**config.mk**
```make
export PLATFORM = sky130hd
export DESIGN_NAME = agu_pipe_flat
export DESIGN_NICKNAME = d
export VERILOG_FILES = /design/src/rtl/agu_pipe_if.sv /design/src/rtl/agu_pipe.sv /design/src/flat_wrapper.sv
export SDC_FILE = /design/constraint.sdc
export NUM_CORES = 1
export LEC_CHECK = 0
export ABC_AREA = 1
export CAP_MARGIN = 10
export CORE_UTILIZATION = 51
export CTS_CLUSTER_SIZE = 28
export DETAILED_ROUTE_END_ITERATION = 16
export GPL_TIMING_DRIVEN = 0
export PLACE_DENSITY = 0.82
export SYNTH_ARGS = -nofsm -noshare
export SYNTH_HDL_FRONTEND = slang
export SYNTH_SLANG_ARGS = --single-unit
```
**constraint.sdc**
```tcl
create_clock -name clk -period 2.6 [get_ports clk]
set_input_delay 0.26 -clock clk [delete_from_list [all_inputs] [get_ports clk]]
set_output_delay 0.26 -clock clk [all_outputs]
set_load 0.005 [all_outputs]
```
**src/rtl/agu_pipe_if.sv**
```systemverilog
//==============================================================================
// Module   : agu_pipe_if
// Brief    : Request/response bundle between the LSU issue stage and agu_pipe.
// Revision : 1.0 - initial release
//==============================================================================
`default_nettype none

interface agu_pipe_if #(
    parameter int XLEN             = 64,
    parameter int VIRTUAL_ADDR_LEN = 39,
    parameter int TAG_W            = 5
);
    logic                        req_valid_i;
    logic                        req_ready_o;
    logic [XLEN-1:0]             req_base_i;
    logic [XLEN-1:0]             req_offset_i;
    logic [1:0]                  req_size_i;
    logic                        req_is_store_i;
    logic [TAG_W-1:0]            req_tag_i;

    logic                        resp_valid_o;
    logic                        resp_ready_i;
    logic [VIRTUAL_ADDR_LEN-1:0] resp_addr_o;
    logic [1:0]                  resp_size_o;
    logic                        resp_is_store_o;
    logic [TAG_W-1:0]            resp_tag_o;
    logic                        resp_misalign_o;
    logic                        resp_page_cross_o;
    logic                        resp_noncanon_o;

    // The AGU itself is the slave: it consumes requests and produces responses.
    modport slave (
        input  req_valid_i, req_base_i, req_offset_i, req_size_i,
               req_is_store_i, req_tag_i, resp_ready_i,
        output req_ready_o, resp_valid_o, resp_addr_o, resp_size_o,
               resp_is_store_o, resp_tag_o, resp_misalign_o,
               resp_page_cross_o, resp_noncanon_o
    );

    modport master (
        output req_valid_i, req_base_i, req_offset_i, req_size_i,
               req_is_store_i, req_tag_i, resp_ready_i,
        input  req_ready_o, resp_valid_o, resp_addr_o, resp_size_o,
               resp_is_store_o, resp_tag_o, resp_misalign_o,
               resp_page_cross_o, resp_noncanon_o
    );
endinterface

`default_nettype wire

```
**src/rtl/agu_pipe.sv**
```systemverilog
//==============================================================================
// Module   : agu_pipe
// Brief    : Pipelined address generation unit with a 2-entry skid FIFO.
// Revision : 1.0 - initial release
//==============================================================================
`default_nettype none

module agu_pipe #(
    parameter int XLEN             = 64,
    parameter int VIRTUAL_ADDR_LEN = 39,
    parameter int TAG_W            = 5,
    parameter int PAGE_OFFSET_W    = 12
) (
    input  wire logic   clk,
    input  wire logic   rstn,
    input  wire logic   flush_i,
    agu_pipe_if.slave   bus
);

    typedef struct packed {
        logic [VIRTUAL_ADDR_LEN-1:0] addr;
        logic [1:0]                  size;
        logic                        is_store;
        logic [TAG_W-1:0]            tag;
        logic                        misalign;
        logic                        page_cross;
        logic                        noncanon;
    } entry_t;

    localparam int c_DEPTH = 2;

    entry_t      mem_q [c_DEPTH];
    logic        wr_ptr_q;
    logic        rd_ptr_q;
    logic [1:0]  count_q;
    logic [1:0]  count_d;

    logic                     w_enq;
    logic                     w_deq;
    logic [XLEN-1:0]          w_sum;
    logic [VIRTUAL_ADDR_LEN-1:0] w_addr;
    logic                     w_noncanon;
    logic                     w_misalign;
    logic [PAGE_OFFSET_W:0]   w_span;
    logic [PAGE_OFFSET_W:0]   w_pc_sum;
    entry_t                   w_new;
    entry_t                   w_head;

    // Handshake status depends only on the occupancy register.
    assign bus.req_ready_o  = (count_q != 2'd2);
    assign bus.resp_valid_o = (count_q != 2'd0);

    assign w_enq = bus.req_valid_i && bus.req_ready_o && !flush_i;
    assign w_deq = bus.resp_valid_o && bus.resp_ready_i && !flush_i;

    assign w_sum      = bus.req_base_i + bus.req_offset_i;
    assign w_addr     = w_sum[VIRTUAL_ADDR_LEN-1:0];
    assign w_noncanon = (w_sum[XLEN-1:VIRTUAL_ADDR_LEN] !=
                         {(XLEN-VIRTUAL_ADDR_LEN){w_sum[VIRTUAL_ADDR_LEN-1]}});

    always_comb begin
        w_misalign = 1'b0;
        w_span     = '0;
        case (bus.req_size_i)
            2'd0: begin
                w_misalign = 1'b0;
                w_span     = (PAGE_OFFSET_W+1)'(0);
            end
            2'd1: begin
                w_misalign = w_addr[0];
                w_span     = (PAGE_OFFSET_W+1)'(1);
            end
            2'd2: begin
                w_misalign = |w_addr[1:0];
                w_span     = (PAGE_OFFSET_W+1)'(3);
            end
            default: begin
                w_misalign = |w_addr[2:0];
                w_span     = (PAGE_OFFSET_W+1)'(7);
            end
        endcase
    end

    // The last byte of the access lands in the next page when this carries out.
    assign w_pc_sum = {1'b0, w_addr[PAGE_OFFSET_W-1:0]} + w_span;

    always_comb begin
        w_new            = '0;
        w_new.addr       = w_addr;
        w_new.size       = bus.req_size_i;
        w_new.is_store   = bus.req_is_store_i;
        w_new.tag        = bus.req_tag_i;
        w_new.misalign   = w_misalign;
        w_new.page_cross = w_pc_sum[PAGE_OFFSET_W];
        w_new.noncanon   = w_noncanon;
    end

    always_comb begin
        count_d = count_q;
        case ({w_enq, w_deq})
            2'b10:   count_d = count_q + 2'd1;
            2'b01:   count_d = count_q - 2'd1;
            default: count_d = count_q;
        endcase
        if (flush_i) begin
            count_d = 2'd0;
        end
    end

    always_ff @(posedge clk or negedge rstn) begin
        if (!rstn) begin
            count_q  <= 2'd0;
            wr_ptr_q <= 1'b0;
            rd_ptr_q <= 1'b0;
            for (int i = 0; i < c_DEPTH; i++) begin
                mem_q[i] <= '0;
            end
        end else begin
            count_q <= count_d;
            if (flush_i) begin
                wr_ptr_q <= 1'b0;
                rd_ptr_q <= 1'b0;
            end else begin
                if (w_enq) begin
                    mem_q[wr_ptr_q] <= w_new;
                    wr_ptr_q        <= ~wr_ptr_q;
                end
                if (w_deq) begin
                    rd_ptr_q <= ~rd_ptr_q;
                end
            end
        end
    end

    assign w_head = mem_q[rd_ptr_q];

    assign bus.resp_addr_o       = w_head.addr;
    assign bus.resp_size_o       = w_head.size;
    assign bus.resp_is_store_o   = w_head.is_store;
    assign bus.resp_tag_o        = w_head.tag;
    assign bus.resp_misalign_o   = w_head.misalign;
    assign bus.resp_page_cross_o = w_head.page_cross;
    assign bus.resp_noncanon_o   = w_head.noncanon;

endmodule

`default_nettype wire
```
**src/flat_wrapper.sv**
```systemverilog
// flat-port wrapper written by rule: the top's interface ports become plain ports
module agu_pipe_flat 
#(
    parameter int XLEN             = 64,
    parameter int VIRTUAL_ADDR_LEN = 39,
    parameter int TAG_W            = 5,
    parameter int PAGE_OFFSET_W    = 12
)
  (clk, rstn, flush_i, bus_req_valid_i, bus_req_base_i, bus_req_offset_i, bus_req_size_i, bus_req_is_store_i, bus_req_tag_i, bus_resp_ready_i, bus_req_ready_o, bus_resp_valid_o, bus_resp_addr_o, bus_resp_size_o, bus_resp_is_store_o, bus_resp_tag_o, bus_resp_misalign_o, bus_resp_page_cross_o, bus_resp_noncanon_o);
  agu_pipe_if #(.XLEN(XLEN), .VIRTUAL_ADDR_LEN(VIRTUAL_ADDR_LEN), .TAG_W(TAG_W)) bus_i ();
  input  wire logic clk;
  input  wire logic rstn;
  input  wire logic flush_i;
  input wire logic [$bits(bus_i.req_valid_i)-1:0] bus_req_valid_i;
  input wire logic [$bits(bus_i.req_base_i)-1:0] bus_req_base_i;
  input wire logic [$bits(bus_i.req_offset_i)-1:0] bus_req_offset_i;
  input wire logic [$bits(bus_i.req_size_i)-1:0] bus_req_size_i;
  input wire logic [$bits(bus_i.req_is_store_i)-1:0] bus_req_is_store_i;
  input wire logic [$bits(bus_i.req_tag_i)-1:0] bus_req_tag_i;
  input wire logic [$bits(bus_i.resp_ready_i)-1:0] bus_resp_ready_i;
  output wire logic [$bits(bus_i.req_ready_o)-1:0] bus_req_ready_o;
  output wire logic [$bits(bus_i.resp_valid_o)-1:0] bus_resp_valid_o;
  output wire logic [$bits(bus_i.resp_addr_o)-1:0] bus_resp_addr_o;
  output wire logic [$bits(bus_i.resp_size_o)-1:0] bus_resp_size_o;
  output wire logic [$bits(bus_i.resp_is_store_o)-1:0] bus_resp_is_store_o;
  output wire logic [$bits(bus_i.resp_tag_o)-1:0] bus_resp_tag_o;
  output wire logic [$bits(bus_i.resp_misalign_o)-1:0] bus_resp_misalign_o;
  output wire logic [$bits(bus_i.resp_page_cross_o)-1:0] bus_resp_page_cross_o;
  output wire logic [$bits(bus_i.resp_noncanon_o)-1:0] bus_resp_noncanon_o;
  assign bus_i.req_valid_i = bus_req_valid_i;
  assign bus_i.req_base_i = bus_req_base_i;
  assign bus_i.req_offset_i = bus_req_offset_i;
  assign bus_i.req_size_i = bus_req_size_i;
  assign bus_i.req_is_store_i = bus_req_is_store_i;
  assign bus_i.req_tag_i = bus_req_tag_i;
  assign bus_i.resp_ready_i = bus_resp_ready_i;
  assign bus_req_ready_o = bus_i.req_ready_o;
  assign bus_resp_valid_o = bus_i.resp_valid_o;
  assign bus_resp_addr_o = bus_i.resp_addr_o;
  assign bus_resp_size_o = bus_i.resp_size_o;
  assign bus_resp_is_store_o = bus_i.resp_is_store_o;
  assign bus_resp_tag_o = bus_i.resp_tag_o;
  assign bus_resp_misalign_o = bus_i.resp_misalign_o;
  assign bus_resp_page_cross_o = bus_i.resp_page_cross_o;
  assign bus_resp_noncanon_o = bus_i.resp_noncanon_o;
  agu_pipe #(.XLEN(XLEN), .VIRTUAL_ADDR_LEN(VIRTUAL_ADDR_LEN), .TAG_W(TAG_W), .PAGE_OFFSET_W(PAGE_OFFSET_W)) u_core (.clk(clk), .rstn(rstn), .flush_i(flush_i), .bus(bus_i));
endmodule
```
Word level (Yosys, flattened, before mapping)
Cells that the tools add are included.
{ "word_totals": {"register_bits": 104, "input_bits": 141} }
{ "classes": {"add_sub_neg": 4, "n_bitwise": 5, "magnitude_cmp": 3, "n_mux": 14, "reduce_logical": 14, "eq_ne": 6} }
{ "op_table": {"columns": ["operator", "count"], "rows": [
  ["$mux W50", 4],
  ["$bwmux W100", 1],
  ["$add A64 B64 Y64", 1],
  ["$demux W50 S1", 1],
  ["$ne A25 B25 Y1", 1],
  ["$add A12 B3 Y13", 1],
  ["$pmux W3 S3", 1],
  ["$reduce_bool A2 Y1", 3],
  ["$logic_and A1 B1 Y1", 5],
  ["$eq A2 B1 Y1 const B", 2],
  ["$eq A2 B2 Y1 const B", 2],
  ["$ge A2 B2 Y1 const B", 2],
  ["$mux W1", 4],
  ["$not A1 Y2", 2],
  ["$pmux W2 S2", 1],
  ["$not A1 Y1", 3],
  ["$pmux W1 S3", 1],
  ["$reduce_bool A3 Y1", 1],
  ["$reduce_or A3 Y1", 1],
  ["$add A2 B1 Y2 const B", 1],
  ["$logic_not A2 Y1", 1],
  ["$lt A2 B1 Y1 const B", 1],
  ["$mux W2", 1],
  ["$ne A2 B2 Y1 const B", 1],
  ["other kinds (4)", 4]
]} }

Depth between registers and ports, before layout
{ "logic_depth": {"ltp_word": 6, "depth_mapped": 23, "ltp_nobuf": 23} }

Worst setup path after synthesis
Ideal clock, no wire load.
{ "synth_timing": {"path_type": "input port to flip-flop", "from": "input port bus_req_offset_i[0]", "to": "register u_core.mem_q[0] in the netlist's numbering", "arrival_time_ns": 2.244, "required_ns": 2.483, "slack_ns": 0.239, "path_buffers": 0, "cell_stages": 22, "setup_ns": 0.117, "cell_sequence": "ha_1 > fa_1 > nand3_1 > nand3_1 > nand2_1 > nand2_1 > nand2_1 > nand2_1 > nand2_1 > nand2_1 > nand2_1 > nand2_1 > nand2_1 > nand2_1 > nand2_1 > nand2_1 > nor2_1 > nand2_1 > nor2_1 > nand3_1 > nand2_1 > nand2_1"} }
{ "synth_via": {"elab_chain_len": 3} }
{ "synth_rtl": {"columns": ["item", "line", "rtl"], "rows": [
  ["start: declaration", "flat_wrapper.sv:16", "input wire logic [$bits(bus_i.req_offset_i)-1:0] bus_req_offset_i;"],
  ["$add A64 B64 Y64", "agu_pipe.sv:56", "assign w_sum = bus.req_base_i + bus.req_offset_i;"],
  ["$ne A25 B25 Y1", "agu_pipe.sv:58", "assign w_noncanon = (w_sum[XLEN-1:VIRTUAL_ADDR_LEN] !="],
  ["$bwmux W100", "agu_pipe.sv:125", "mem_q[wr_ptr_q] <= w_new;"],
  ["end signal: indexed assignment", "agu_pipe.sv:125", null],
  ["end: declaration", "agu_pipe.sv:32", "entry_t mem_q [c_DEPTH];"]
]} }
No other way between the ends.
A chain may end at the register's enable or synchronous reset.

Worst setup path in the final report
{ "layout_timing": {"from": "register u_core.rd_ptr_q", "to": "output port bus_resp_addr_o[20]"} }
{ "layout_via": {"elab_chain_len": 4} }
{ "layout_rtl": {"columns": ["item", "line", "rtl"], "rows": [
  ["start: declaration", "agu_pipe.sv:34", "logic rd_ptr_q;"],
  ["start signal: assignment", "agu_pipe.sv:129", "rd_ptr_q <= ~rd_ptr_q;"],
  ["$not A1 Y2 (not written as such)", "agu_pipe.sv:135", "assign w_head = mem_q[rd_ptr_q];"],
  ["$mux W50 (not written as such) (3 in series)", "agu_pipe.sv:135", null],
  ["end: declaration", "flat_wrapper.sv:23", "output wire logic [$bits(bus_i.resp_addr_o)-1:0] bus_resp_addr_o;"]
]} }
No other way between the ends. The select of a mux whose other input is x is not followed.

==> impl_results.md <==
* Status: finished, final reports clean
* Cells after Synth at 1,904
* Setup TNS at 0 ns
* Largest net degree at the start of global routing at 56
* Ports at 193
* GP Congestion at 1.00
* P&R area growth vs syn at 53.6%
* DRT Pass-1 Iters at 6
* Final #Nets at 2,394
* VDD IR max at 0.550 mV
* Max-slew violations at 0
* Critical-path top delay cell: clkdlybuf4s50_1
* Met1 usage at 49.6%
* Average size of a mapped cell at 5.59 um^2
* Post-synthesis sequential element count at 104
* Area leader, netlist: nand2_1
* Grt peak-use layer: met2
* DR vias at 13,500
* DIE WIDTH at 146 um
* Worst hold path class: in -> reg
* Slowest stage delay, CP at 0.58 ns
* Starting Density at 52.2%
* Synthesized area at 10,600 um^2
* Min Tclk post-route at 2.56 ns
* Share of post-route cells with drive strength above 1 at 22.2%
* PnR worst setup slack at 0.0358 ns
* Syn_nets at 2,111
* Worst path bufs/invs at 3
* Root buffer cell: clkbuf_16
* Detailed placement HPWL at 31,300 um
* R2R cell count at 11
* Placed Cells at 2,367
* EDFF count, synth at 0
* Avg WL per Cell at 18.1 um
* H-tree depth at 3
* Max Fanout on Critical Path at 10
* Global Route met3 Usage at 4.41%
* Cell Count, Final, Fillers Out at 2,463
* Seq/Total Area, Yosys at 24.5%
* FF/Latch Area at 2600 um^2
* Drt drc at 0
* Vias per cell at 5.48
* Initial antenna violation count at 0
* Top post-synthesis cells by area: nand2_1 (32%), dfrtp_1 (24%), inv_1 (13%)
* Die Ht at 146 um
* Top cell type's share of synthesized area at 31.6%
* Vias in the first global route at 12,000
* CP top delay family: buffers and inverters
* Full die area at 21,400 um^2
* Critical path depth in cells at 5
* Area occupied by multi-input gates at 8700 um^2
* CTS tree: built
* Routed Wire Length at 44,600 um
* Number of buffers created by CTS at 9
* GR Overflow Total at 0
* Data required time of the worst path at 2.34 ns
* Worst Skew at 0.0197 ns
* PD cells at 578 nW/um^2
* Worst skew pair latency at 0.37 ns
* Final ANT Viol Nets at 0
* Finished Core Util at 80.2%
* Fin crit share at 98.6%
* GRT Total Usage at 36.6%
* Setup CP Type: reg -> out
* # port buffers at 192
* Share of flip-flops with an asynchronous set or reset at 100%
* Worst-path clk slew at 0.09 ns
* Area of the core at 20,400 um^2
* CP Cell Sequence: clkbuf_2 -> clkbuf_4 -> nand2_1 -> o21ai_0 -> clkdlybuf4s50_1
* Arrival time at the worst endpoint at 2.30 ns
* Max clock buf depth at 2
* Rel. slew slack at 48.9%
* CP Capture Type: output port
* Static Leak at 9.33 nW
* Fmax at 390 MHz
* Least-Margin Pin Slew at 0.766 ns
* Yosys warning count at 0
* Hold Fails Final Rpt at 0
* Distinct cells, synth at 31
* CP startpoint kind: flip-flop
* Synth Flop Type: dfrtp_1
* Num Clock Sinks at 104
* Final setup fails at 0
* Dpl ws at -1.19 ns
* Max-Cap Viols at 0
* Fillcell total at 1,374
* Met2 usage at 61.4%
* Drt first-iter violations at 1,165
* Number of core rows at 52
* First-pass GRT wire length at 61,200 um
* Worst Hold Depth at 4
state kept, by name, summed over array words and instances, names as in the netlist:
signal	count
u_core.mem_q	100
u_core.count_q	2
u_core.rd_ptr_q	1
u_core.wr_ptr_q	1
Yosys cell counts, types with 8 or more instances:
library cell and instances:
nand3_1 58, ha_1 65, dfrtp_1 104, nor3_1 10, a21oi_1 45, clkbuf_1 31
nand2_1 896, xor2_1 29, xnor2_1 9, nor2_1 104, nand3b_1 8, nand4_1 15
o21ai_0 110, inv_1 370
report_power, final:
group	total, W	internal, W	switching, W
logic	0.00529	0.00233	0.00296
registers	0.00268	0.00234	0.000331
clock network	0.00148	0.000711	0.000768
cells in the final DEF, fill, tap and decap left out, drive strengths merged:
cell / instances
diode: 1
o21bai: 6
dfrtp: 104
clkinv: 4
and2: 4
o211ai: 3
dlymetal6s2s: 107
nor3: 10
nand4: 15
fa: 1
o21ai: 111
and3: 3
inv: 377
nor2: 112
a21oi: 45
a31oi: 6
nand3b: 8
ha: 65
nor4: 4
buf: 81
xor2: 29
dlygate4sd3: 1
xnor2: 9
nand2: 904
clkdlybuf4s50: 80
clkbuf: 42
nand3: 59
dlygate4sd2: 2
routing by layer:
metal | up-vias | part of all wire [%]
met3 | 175 | 8.4
met2 | 745 | 47
met5 | - | 0
li1 | 6290 | -
met1 | 6285 | 40
met4 | 0 | 4.8
stage by stage:
stage	power [W]	area, um^2	hold slack (ns)
after global placement	0.00685	12900	0.454
after detailed placement	0.00698	12900	0.334
after floorplan	0.00490	10600	-0.0356
after CTS	0.00873	14300	0.438
final	0.00944	16300	0.280
after global routing	0.00998	16300	0.299
final cells by class:
cell class | count | share of cell area, %
Sequential cell | 104 | 15.9
Inverter | 374 | 8.61
Tap cell | 270 | 2.07
Multi-Input combinational cell | 1394 | 53.3
Antenna cell | 1 | 0.0153
Clock buffer | 9 | 1.38
Clock inverter | 7 | 0.590
Buffer | 32 | 0.919
Timing Repair Buffer | 272 | 17.2
final timing paths:
path | start | to | slack, ns
max | u_core.rd_ptr_q$_DFFE_PN0P_ | bus_resp_addr_o[20] | 0.04
min | bus_req_base_i[0] | u_core.mem_q[11]$_DFFE_PN0P_ | 0.28
max reg2reg | u_core.count_q[0]$_DFFE_PN0P_ | u_core.mem_q[23]$_DFFE_PN0P_ | 0.28
min reg2reg | u_core.mem_q[8]$_DFFE_PN0P_ | u_core.mem_q[8]$_DFFE_PN0P_ | 0.48
max in group asynchronous | rstn | u_core.mem_q[87]$_DFFE_PN0P_ | 1.43
min in group asynchronous | rstn | u_core.count_q[1]$_DFFE_PN0P_ | 0.46
what timing repair did:
| item | 4_1_cts | 5_1_grt |
|---|---|---|
| endpoints found under the setup margin | 62 | 56 |
| gates resized for setup | 202 | 440 |
| pin swaps | 20 | 151 |
| hold endpoints to repair | 49 | 0 |
| setup buffers | 13 | 65 |
| hold buffers | 1 | 0 |
kinds of logic (layout without fill, tap and decap cells):
| group | after synthesis | in the layout | synth area share [%] |
|---|---|---|---|
| compound gates | 171 | 171 | 8.37 |
| xor+xnor | 38 | 38 | 3.13 |
| fa+ha+maj | 66 | 66 | 7.83 |
| buf+inv | 406 | 694 | 14.4 |
| flops | 104 | 104 | 24.5 |
| other cells | 0 | 1 | 0 |
| simple gates | 1119 | 1119 | 41.8 |
tightest hold or removal path, stage by stage:
cell,delay [ns]
clkbuf_2,0.10
ha_4,0.15
nand2_1,0.05
nand2_1,0.05
Note: power is estimated with default switching activity, not from simulation.
